<file path="src/rtl/leaf_stream_packetizer.sv">
// Credit-flow-controlled stream packetizer: wraps 32-bit user words into 49-bit BFT packets.
// Optional replay of the last packet is enabled by defining LEAF_TX_RESEND_EN.
module leaf_stream_packetizer #(
    parameter logic [3:0]  DEST_LEAF   = 4'd0,
    parameter logic [3:0]  DEST_PORT   = 4'd2,
    parameter int unsigned CREDIT_INIT = 64
) (
    input  logic        ap_clk,
    input  logic        ap_rst_n,
    input  logic [31:0] Input_1_V_TDATA,
    input  logic        Input_1_V_TVALID,
    output logic        Input_1_V_TREADY,
    output logic [48:0] dout_leaf_interface2bft,
    input  logic        credit_vld,
    input  logic [6:0]  credit_cnt,
    input  logic        resend,
    output logic        credit_err
);

    localparam logic [7:0] CreditInit = 8'(CREDIT_INIT);

`ifdef LEAF_TX_RESEND_EN
    typedef enum logic [1:0] {StIdle, StSend, StStall, StResend} state_e;
`else
    typedef enum logic [1:0] {StIdle, StSend, StStall} state_e;
`endif

    state_e      state_q;
    logic [7:0]  credits_q, credits_d;
    logic [8:0]  credit_net;
    logic [6:0]  seq_q, seq_d;
    logic [48:0] dout_q, dout_d;
    logic [48:0] pkt;
    logic        err_q, err_d;
    logic        live_q;
    logic        accept;
    logic        in_resend;
    logic        resend_req;

`ifdef LEAF_TX_RESEND_EN
    state_e      ret_q;
    logic [48:0] replay_q, replay_d;
    assign resend_req = resend;
    assign in_resend  = (state_q == StResend);
`else
    logic unused_resend;
    assign unused_resend = resend;
    assign resend_req    = 1'b0;
    assign in_resend     = 1'b0;
`endif

    // live_q keeps TREADY low while reset is held, since credits reset to a nonzero value.
    assign Input_1_V_TREADY = live_q && (credits_q != 8'd0) && !in_resend && !resend_req;
    assign accept           = Input_1_V_TVALID && Input_1_V_TREADY;
    assign pkt              = {1'b1, DEST_LEAF, DEST_PORT, seq_q, 1'b0, Input_1_V_TDATA};
    assign credit_net       = {1'b0, credits_q} - 9'(accept)
                            + (credit_vld ? {2'b00, credit_cnt} : 9'd0);

    always_comb begin
        credits_d = credit_net[7:0];
        err_d     = err_q;
        if (credit_net > {1'b0, CreditInit}) begin
            credits_d = CreditInit;
            err_d     = 1'b1;
        end
        seq_d  = accept ? seq_q + 7'd1 : seq_q;
        dout_d = '0;
        if (accept) begin
            dout_d = pkt;
        end
`ifdef LEAF_TX_RESEND_EN
        // An empty replay register is all zeros, so a resend before any packet emits nothing.
        else if (resend_req) begin
            dout_d = replay_q;
        end
        replay_d = accept ? pkt : replay_q;
`endif
    end

    function automatic state_e next_state(input state_e st, input logic tvalid,
                                          input logic cred_nz);
        state_e ns;
        ns = st;
        unique case (st)
            StIdle:  if (tvalid) ns = cred_nz ? StSend : StStall;
            StSend:  ns = !tvalid ? StIdle : (cred_nz ? StSend : StStall);
            StStall: if (cred_nz) ns = StSend;
            default: ns = StIdle;
        endcase
        return ns;
    endfunction

    always_ff @(posedge ap_clk or negedge ap_rst_n) begin
        if (!ap_rst_n) begin
            state_q <= StIdle;
`ifdef LEAF_TX_RESEND_EN
            ret_q   <= StIdle;
        end else if (resend) begin
            state_q <= StResend;
            if (state_q != StResend) ret_q <= state_q;
        end else if (state_q == StResend) begin
            state_q <= next_state(ret_q, Input_1_V_TVALID, credits_q != 8'd0);
`endif
        end else begin
            state_q <= next_state(state_q, Input_1_V_TVALID, credits_q != 8'd0);
        end
    end

    always_ff @(posedge ap_clk or negedge ap_rst_n) begin
        if (!ap_rst_n) begin
            credits_q <= CreditInit;
            seq_q     <= '0;
            dout_q    <= '0;
            err_q     <= 1'b0;
            live_q    <= 1'b0;
`ifdef LEAF_TX_RESEND_EN
            replay_q  <= '0;
`endif
        end else begin
            credits_q <= credits_d;
            seq_q     <= seq_d;
            dout_q    <= dout_d;
            err_q     <= err_d;
            live_q    <= 1'b1;
`ifdef LEAF_TX_RESEND_EN
            replay_q  <= replay_d;
`endif
        end
    end

    assign dout_leaf_interface2bft = dout_q;
    assign credit_err              = err_q;

endmodule

</file>
<file path="config.mk">
export PLATFORM = sky130hd
export DESIGN_NAME = leaf_stream_packetizer
export DESIGN_NICKNAME = d
export VERILOG_FILES = /design/src/rtl/leaf_stream_packetizer.sv
export SDC_FILE = /design/constraint.sdc
export NUM_CORES = 1
export LEC_CHECK = 0
export ABC_AREA = 1
export BUFFER_PORTS_ARGS = -buffer_cell sky130_fd_sc_hd__buf_2
export CAP_MARGIN = 25
export CORE_ASPECT_RATIO = 0.9
export CORE_MARGIN = 2
export CORE_UTILIZATION = 40
export CTS_BUF_LIST = sky130_fd_sc_hd__clkbuf_8 sky130_fd_sc_hd__clkbuf_16
export DETAILED_ROUTE_END_ITERATION = 12
export PLACE_DENSITY = 0.66
export SYNTH_ARGS = -nofsm -noshare
export SYNTH_HDL_FRONTEND = slang
export SYNTH_SLANG_ARGS = --single-unit
</file>
<file path="constraint.sdc">
create_clock -name ap_clk -period 8.8 [get_ports ap_clk]
set_clock_uncertainty 0.05 [all_clocks]
set_input_delay 1.76 -clock ap_clk [delete_from_list [all_inputs] [get_ports ap_clk]]
set_output_delay 1.76 -clock ap_clk [all_outputs]
set_load 0.01 [all_outputs]
</file>
---- Yosys cells after proc, flatten, opt, wreduce, memory -nomap -nowiden ----
Cells that the tools add are included.
word-level totals
  word-level logic and storage cells ...... 15
  flip-flop bits (word level) ............. 66
operators by class
  $add $sub $neg .......................... 3
  order comparisons ....................... 1
  reduce and logical (&&, ||, !) cells .... 3
  multiplexer cells ....................... 3
operators with widths
  cell                                                            number
  two-way mux 49 bit                                              1
  adder 9 x 7 -> 9 bit                                            1
  greater-than comparator 9 x 7 -> 1 bit (second input constant)  1
  subtractor 8 x 1 -> 9 bit                                       1
  two-way mux 8 bit                                               1
  nonzero test 8 bit                                              1
  adder 7 x 1 -> 7 bit (second input constant)                    1
  two-way mux 7 bit                                               1
  logical AND 1 bit                                               2

---- Logic depth before layout (Yosys ltp) ----
Gate-level depths: netlist of the first run.
  depth after elaboration ................. 7
  depth in mapped cells ................... 21
  depth with buffers taken out ............ 20

---- Worst setup path after synthesis of the first run ----
OpenSTA, ideal clock, no wires.
  kind .................................... input to register
  start point ............................. input port Input_1_V_TVALID
  end point ............................... register credits_q[1]
  library setup time ...................... 72 ps
  arrival time ............................ 3,716 ps
  cell stages on the path ................. 16
  slack ................................... 4,963 ps
  cell sequence ........................... nand2_2 inv_1 buf_4 ha_1 inv_1 ha_1 inv_1 fa_1 nand2_1 nor2_2 nand3_1 nor2_1 nand2_1 nand2_2 nand3_4 nor2_1
between the ends
  longest elaborated chain between the ends .. 5
RTL lines
  item                                    RTL line  source
  start: declaration                      11        input logic Input_1_V_TVALID,
  logical AND 1 bit (*)                   54        assign accept = Input_1_V_TVALID && Input_1_V_TREADY;
  via accept                              36        logic accept;
  subtractor 8 x 1 -> 9 bit (*)           56        assign credit_net = {1'b0, credits_q} - 9'(accept)
  adder 9 x 7 -> 9 bit (*)                57        + (credit_vld ? {2'b00, credit_cnt} : 9'd0);
  greater-than comparator 9 x 7 -> 1 bit  62        if (credit_net > {1'b0, CreditInit}) begin
  two-way mux 8 bit (*)                   62
  via credits_d[1]                        29        logic [7:0] credits_q, credits_d;
  end signal: assignment                  111       credits_q <= CreditInit;
  end signal: assignment                  120       credits_q <= credits_d;
  end: declaration                        29
Mark *: on every way through the listed nets, which the timed path passes. The rest lies on a longest branch.
A chain may end at the register's enable or synchronous reset.

---- Worst setup path in the final report of the first run ----
  start point ............................. input port Input_1_V_TVALID
  end point ............................... register credits_q[2]
between the ends
  longest elaborated chain between the ends .. 5
RTL lines
  item                                    RTL line
  logical AND 1 bit (*)                   54
  subtractor 8 x 1 -> 9 bit (*)           56
  adder 9 x 7 -> 9 bit (*)                57
  greater-than comparator 9 x 7 -> 1 bit  62
  two-way mux 8 bit (*)                   62
  via credits_d[2]                        29
Marks and branches as above.

==> results.md, run 1 <==
- Status: complete, no violations
- Core Box Area: approximately 6600 um2
- Final net count: 472
- Hold Path Class: reg -> reg
- Clock buffer count from CTS: 9
- ANT cells: 0
- RSZ-0062 raised after global routing: false
- Setup slack after layout: between 4000 and 5000 ps
- Arrival @ worst endpoint: between 4000 and 5000 ps
- Die Ht: 82.7 um
- Syn Std Cell Area: roughly 2800 um2
- Hold Path Depth: 2
- Starting DRT DRC Count: 79
- PD cells: between 200 and 300 nW/um2
- Routability cong.: 0.834
- DRT antenna net count: 0
- Worst setup SP type: input pin
- First-pass GRT wire length: 8090 um
- Leading area contributor after synthesis: dfrtp_1
- Total gr overflow: 0
- Avg Synthesized Cell Area: between 8 and 9 um2
- Most frequent cell after synthesis: inv_1
- Main synth FF type: dfrtp_1
- WL/cell: 10.1 um
- Hold-critical path endpoint: credit_err
- Met2 routed WL: between 2000 and 3000 um
- Peak supply drop: between 0.0001 and 0.00015 V
- Post-synth EDFFs: 0
- GRT Total Usage: a little over an eighth
- Gates resized, CTS repair: 0
- Sink Count: 57
- Ys Warns: 0
- Setup Buffers After CTS: 0
- Final hold viol count: 0
- Root buffer cell: clkbuf_8
- DR pass1 iterations: 4
- Reg2Reg Depth: 18
- # rows: 28
- Synth-to-Final Area Change: 24.1%
- Buffer depth of the longest clock path: 2
- Leakage power: around 2.1 nW
- Via count: ~2100
- Final Slew Violations: 0
- Vias in the first global route: ~1900
- Placement-stage cell area: about 3200 um2
- Starting Density: 41.6%
- # IOs: 95
- Distinct cell type count after synthesis: 26
- Worst setup EP type: register
- Critical R2R Capture: credits_q[2]
- Chip width: between 90 and 100 um
- PortBufs: 85
- Clock Latency Late Sink: about 330 ps
- Top cells by count, synth: 80 x inv_1, 56 x dfrtp_1, 51 x nor2_1, 50 x nand2_1, 16 x ha_1
- Worst r2r src: credits_q[1]
- Wire length on met1: 2140 um
- MaxCap Viol Count: 0
- Die area: 7560 um2
- Top-area cell type share of the netlist area: about half
- Htree depth: 3
- Final setup violating endpoints: 0
- Clock slew at reported path FFs: roughly 60 ps
- Antenna violations before repair: 0
- Largest net degree at the start of global routing: between 50 and 60
- Async set-reset flop share out of synthesis: 100%
- Setup TNS: 0 ps
- DRC errors left: 0
- Sequential area share after synthesis: between 50 and 60%
- Hold Startpoint: credit_err
- Synthesized instance count: between 300 and 400
- Required @ worst endpoint: between 9000 and 10000 ps
- Flop2flop setup slack: 4830 ps
- DR vias/cell: between 4 and 5
- Fin crit period: approximately 4700 ps
- CTS tree: done
- Crit path kind: in -> reg
- Layout cell share with drive strength beyond 1: a little over a quarter
- Hold Buf Count CTS: 0
- Max transition margin: 45.9%
- Met3 WL: 329 um
- Fmax: about 0.21 GHz
- Post-DP HPWL: approximately 3800 um
- Worst-path fanout max: 43
- Design Area, Final: between 3000 and 4000 um2
- Post-synthesis register bit count: 57
- Tightest Pin Transition: roughly 810 ps
- Post-place setup slack: 3760 ps
- Routed WL: 5110 um
- Highest layer used for signal routing: met4
- Period utilisation layout: a little over half
- Synth top area cells: dfrtp_1 51%, inv_1 11%, ha_1 7.3%
==> power breakdown <==
| group | internal, mW | total (mW) | switching (mW) |
|---|---|---|---|
| clock network | 0.122 | 0.217 | 0.0952 |
| registers | 0.300 | 0.317 | 0.0171 |
| logic | 0.133 | 0.362 | 0.228 |
==> layer usage <==
layer	up-vias	GRT usage [%]
li1	1100	-
met1	963	15.8
met2	56	23.6
met3	8	5.17
met4	0	5.00
met5	-	0
==> per-stage QoR <==
stage / util (%) / hold slack (ps) / instances / power, mW
floorplan: - / 443 / 328 / 0.602
finish: 51.5 / 449 / 505 / 0.896
detailed placement: 48.8 / 440 / 490 / 0.682
CTS: 51.5 / 455 / 505 / 0.904
global placement: 48.8 / 429 / 490 / 0.672
global route: 51.5 / 473 / 505 / 0.974
==> registers in the layout (all words and copies together) (netlist names) <==
signal                   count
credit_err                   1
live_q                       1
credits_q                    8
seq_q                        7
dout_leaf_interface2bft     40
==> cell families after synthesis <==
group | after synthesis | share of synthesized area [%]
and+or+nand+nor | 129 | 20.0
xor gates and xnor gates | 6 | 1.91
other | 2 | 0.273
buffers and inverters | 96 | 14.6
adders and majority gates | 17 | 8.00
DFF | 57 | 51.9
AOI/OAI and AO/OA | 13 | 3.32
==> cell type report <==
cell class	count	area, um2
fillers	659	3210
clock buffers	12	165
well taps	90	113
inverters	82	308
clock inverters	3	16.3
flip-flops and latches	57	1430
repair buffers	86	433
multi-input cells	175	951
==> worst max-delay path, stage by stage <==
cell and delay [ps]:
buf_2 100, nand2_2 580, inv_1 460, ha_1 410, inv_1 50, ha_1 210
inv_1 70, fa_1 500, nand2_1 70, nor2_2 100, nand3_1 70, nor2_1 110
nand2_1 70, nand2_2 90, nand3_4 90, nor2_1 100
==> layout by cell type (no fill, tap or decap), types with 2 or more instances in the layout <==
master	synthesis	layout
a21oi_1	4	4
buf_2	4	85
clkbuf_8	0	12
conb_1	2	10
dfrtp_1	56	56
ha_1	16	16
inv_1	80	81
inv_2	2	2
nand2_1	50	50
nand2_2	4	4
nand3_1	13	13
nand4_1	5	5
nor2_1	51	51
o21a_1	3	3
o21ai_2	5	5
xor2_1	5	5
==> worst max-delay path by stage <==
stage	start	to	slack (ps)	cells past startpoint
4_1_cts	Input_1_V_TVALID	credits_q[2]	4110	16
5_1_grt	Input_1_V_TVALID	credits_q[2]	3840	17
3_3_place_gp	Input_1_V_TVALID	credits_q[0]	3790	16
6_report	Input_1_V_TVALID	credits_q[2]	4140	16
2_1_floorplan	Input_1_V_TVALID	credits_q[1]	4960	16
3_5_place_dp	Input_1_V_TVALID	credits_q[1]	3760	16
Note: power is estimated with default switching activity, not from simulation.
==> run 2: changes to the inputs <==
- ABC_AREA: 1 -> 0
- PLACE_DENSITY: 0.66 -> 0.69
- clock period: 8.8 -> 3.8 ns (I/O delays scaled with it)
==> results.md, run 2 <==
- GR Util met1: 17.7% (+1.9 points)
- Routability cong.: 0.816 (-2.2%)
- Hold Path Class: reg -> reg
- MaxCap Viol Count: 0 (unchanged)
- GRT Total Usage: 14.6% (+0.89 points)
- Die Ht: 80.6 um (-2.5%)
- Via count: 1853 (-13%)
- Most frequent cells in the layout: 85 x buf_2, 56 x dfrtp_1, 41 x and3_1
- # fillers: 586 (-11%)
- CTS tree: done
- Antenna violations before repair: 0 (unchanged)
- DR vias/cell: 4.59 (+8.9%)
- Sequential area share after synthesis: 54.7% (+2.8 points)
- Met3 Resource Use GR: 7.09% (+1.9 points)
- Clock slew at reported path FFs: 60 ps (about the same)
- PortBufs: 85 (unchanged)
- RSZ-0062 raised after global routing: false
- Synth-to-Final Area Change: 25.9%
- Root buffer cell: clkbuf_8
- Starting DRT DRC Count: 96 (+22%)
- Worst-path fanout max: 7 (-84%)
- Setup Buffers After CTS: 0 (unchanged)
- Avg Synthesized Cell Area: 11.7 um2 (+36%)
- Clock buffer count from CTS: 9 (unchanged)
- Leakage power: 1.89 nW (-11%)
- WL/cell: 12.3 um (+21%)
- Layout cell share with drive strength beyond 1: 37.2% (+9.8 points)
- Starting Density: 42.0% (+0.44 points)
- Top cells by count, synth: 56 x dfrtp_1, 41 x and3_1, 23 x inv_1, 16 x ha_1, 11 x nand2_1
- Ys Warns: 0 (unchanged)
- DR pass1 iterations: 4 (unchanged)
- Synthesized instance count: 223 (-30%)
- Main synth FF type: dfrtp_1
- Leading area contributor after synthesis: dfrtp_1
- Final setup violating endpoints: 0 (unchanged)
- Setup TNS: 0 ps (unchanged)
- Final hold viol count: 0 (unchanged)
- Post-DP HPWL: 3720 um (-2.6%)
- Synth top area cells: dfrtp_1 54%, and3_1 9.8%, ha_1 7.7%
- Most frequent cell after synthesis: dfrtp_1
- Syn Std Cell Area: 2610 um2 (-5.1%)
- Top-area cell type share of the netlist area: 53.7% (+2.8 points)
- Buffer depth of the longest clock path: 2 (unchanged)
- DRT antenna net count: 0 (unchanged)
- # IOs: 95 (unchanged)
- Post-synth EDFFs: 0 (unchanged)
- Final net count: 373 (-21%)
- First-pass GRT wire length: 7720 um (-4.5%)
- Vias in the first global route: 1723 (-9.0%)
- Gates resized, CTS repair: 0 (unchanged)
- Arrival @ worst endpoint: 3580 ps (-1280 ps)
- ANT cells: 0 (unchanged)
- Die area: 7190 um2 (-4.9%)
- Reg2Reg Depth: 13 (-5)
- Required @ worst endpoint: 3960 ps (-5050 ps)
- Most common cell after layout, fill and taps aside: buf_2
- Worst setup EP type: register
- Largest net degree at the start of global routing: 43 (-26%)
- Met2 layer usage reported by global route: 22.7% (-0.94 points)
- Hold Buf Count CTS: 0 (unchanged)
- Period utilisation layout: 90.1%
- Crit path kind: reg -> reg
- Chip width: 89.1 um (-2.5%)
- Htree depth: 3 (unchanged)
- Post-synthesis register bit count: 57 (unchanged)
- Final Slew Violations: 0 (unchanged)
- PD cells: 662 nW/um2 (+150%)
- Largest register FFs: 40 (unchanged)
- Clock Latency Late Sink: 330 ps (about the same)
- Peak supply drop: 0.000233 V (+60%)
- # rows: 27 (-3.6%)
- Hold Path Depth: 1 (-1)
- Async set-reset flop share out of synthesis: 100% (unchanged)
- Tightest Pin Transition: 893 ps (+84.0 ps)
- Routed WL: 4960 um (-2.9%)
- Total gr overflow: 0 (unchanged)
- WHS: 417 ps (-32.1 ps)
- Distinct cell type count after synthesis: 44 (+69%)
- GR peak layer: met2
- Core Box Area: 6220 um2 (-6.1%)
- Worst setup SP type: register
- Status: complete, no violations
- Fmax: between 0.2 and 0.3 GHz
- Max transition margin: 40.5% (-5.4 points)
- Sink Count: 57 (unchanged)
- DRC errors left: 0 (unchanged)
- Fin crit period: between 3000 and 4000 ps
run 2: worst max-delay path, cell delays in order (launching register included):
cell and delay, ps:
dfrtp_1 390, nor4_2 330, a21boi_2 100, and2_1 280, ha_1 330, inv_1 50
ha_1 150, inv_1 50, fa_1 430, xor2_1 250, nand4_1 130, mux2i_1 170
o211ai_2 150, a2111o_1 430
run 2: worst paths after layout:
check                                               to  slack (ps)         start
setup / recovery                            credit_err         380  credits_q[5]
hold / removal                                seq_q[4]         420      seq_q[4]
setup reg to reg                            credit_err         380  credits_q[5]
hold reg to reg                               seq_q[4]         420      seq_q[4]
max in group asynchronous  dout_leaf_interface2bft[34]        2460      ap_rst_n
min in group asynchronous  dout_leaf_interface2bft[16]         500      ap_rst_n
run 2: cell families (layout without fill, tap and decap cells):
group	after synthesis	count (layout)	synth area share (%)
simple gates	75	75	17.7
flops	57	57	54.7
buf+inv	41	127	7.24
fa+ha+maj	17	17	8.44
compound gates	17	17	6.14
xor+xnor	11	11	4.27
mux	3	3	1.25
other cells	2	10	0.288
run 2: final cells by class:
cell class / instances / area, um2 / share of cell area [%]
Clock inverter: 5 / 31.3 / 0.952
Tap cell: 87 / 109 / 3.31
Multi-Input combinational cell: 133 / 1030 / 31.4
Inverter: 23 / 86.3 / 2.63
Sequential cell: 57 / 1430 / 43.4
Timing Repair Buffer: 88 / 448 / 13.6
Clock buffer: 11 / 151 / 4.61
run 2: stage by stage:
| stage | std cells | instance area (um2) | power [mW] | util, % | setup slack (ps) |
|---|---|---|---|---|---|
| after global routing | 404 | 3290 | 2.35 | 52.9 | 118 |
| after CTS | 404 | 3280 | 2.20 | 52.8 | 256 |
| after floorplan | 231 | 2640 | 1.49 | - | 597 |
| after global placement | 388 | 3100 | 1.66 | 49.8 | 307 |
| after detailed placement | 388 | 3100 | 1.69 | 49.8 | 268 |
| final | 404 | 3290 | 2.18 | 52.9 | 377 |
run 2: layer usage:
| layer | part of all wire [%] | vias up |
|---|---|---|
| li1 | - | 923 |
| met3 | 6.0 | 8 |
| met1 | 44 | 863 |
| met2 | 49 | 59 |
| met5 | 0 | - |
| met4 | 1.3 | 0 |
run 2: report_power, final:
group	total [mW]	internal, mW	switching (mW)
clock network	0.497	0.268	0.230
logic	0.924	0.388	0.536
registers	0.755	0.700	0.0546
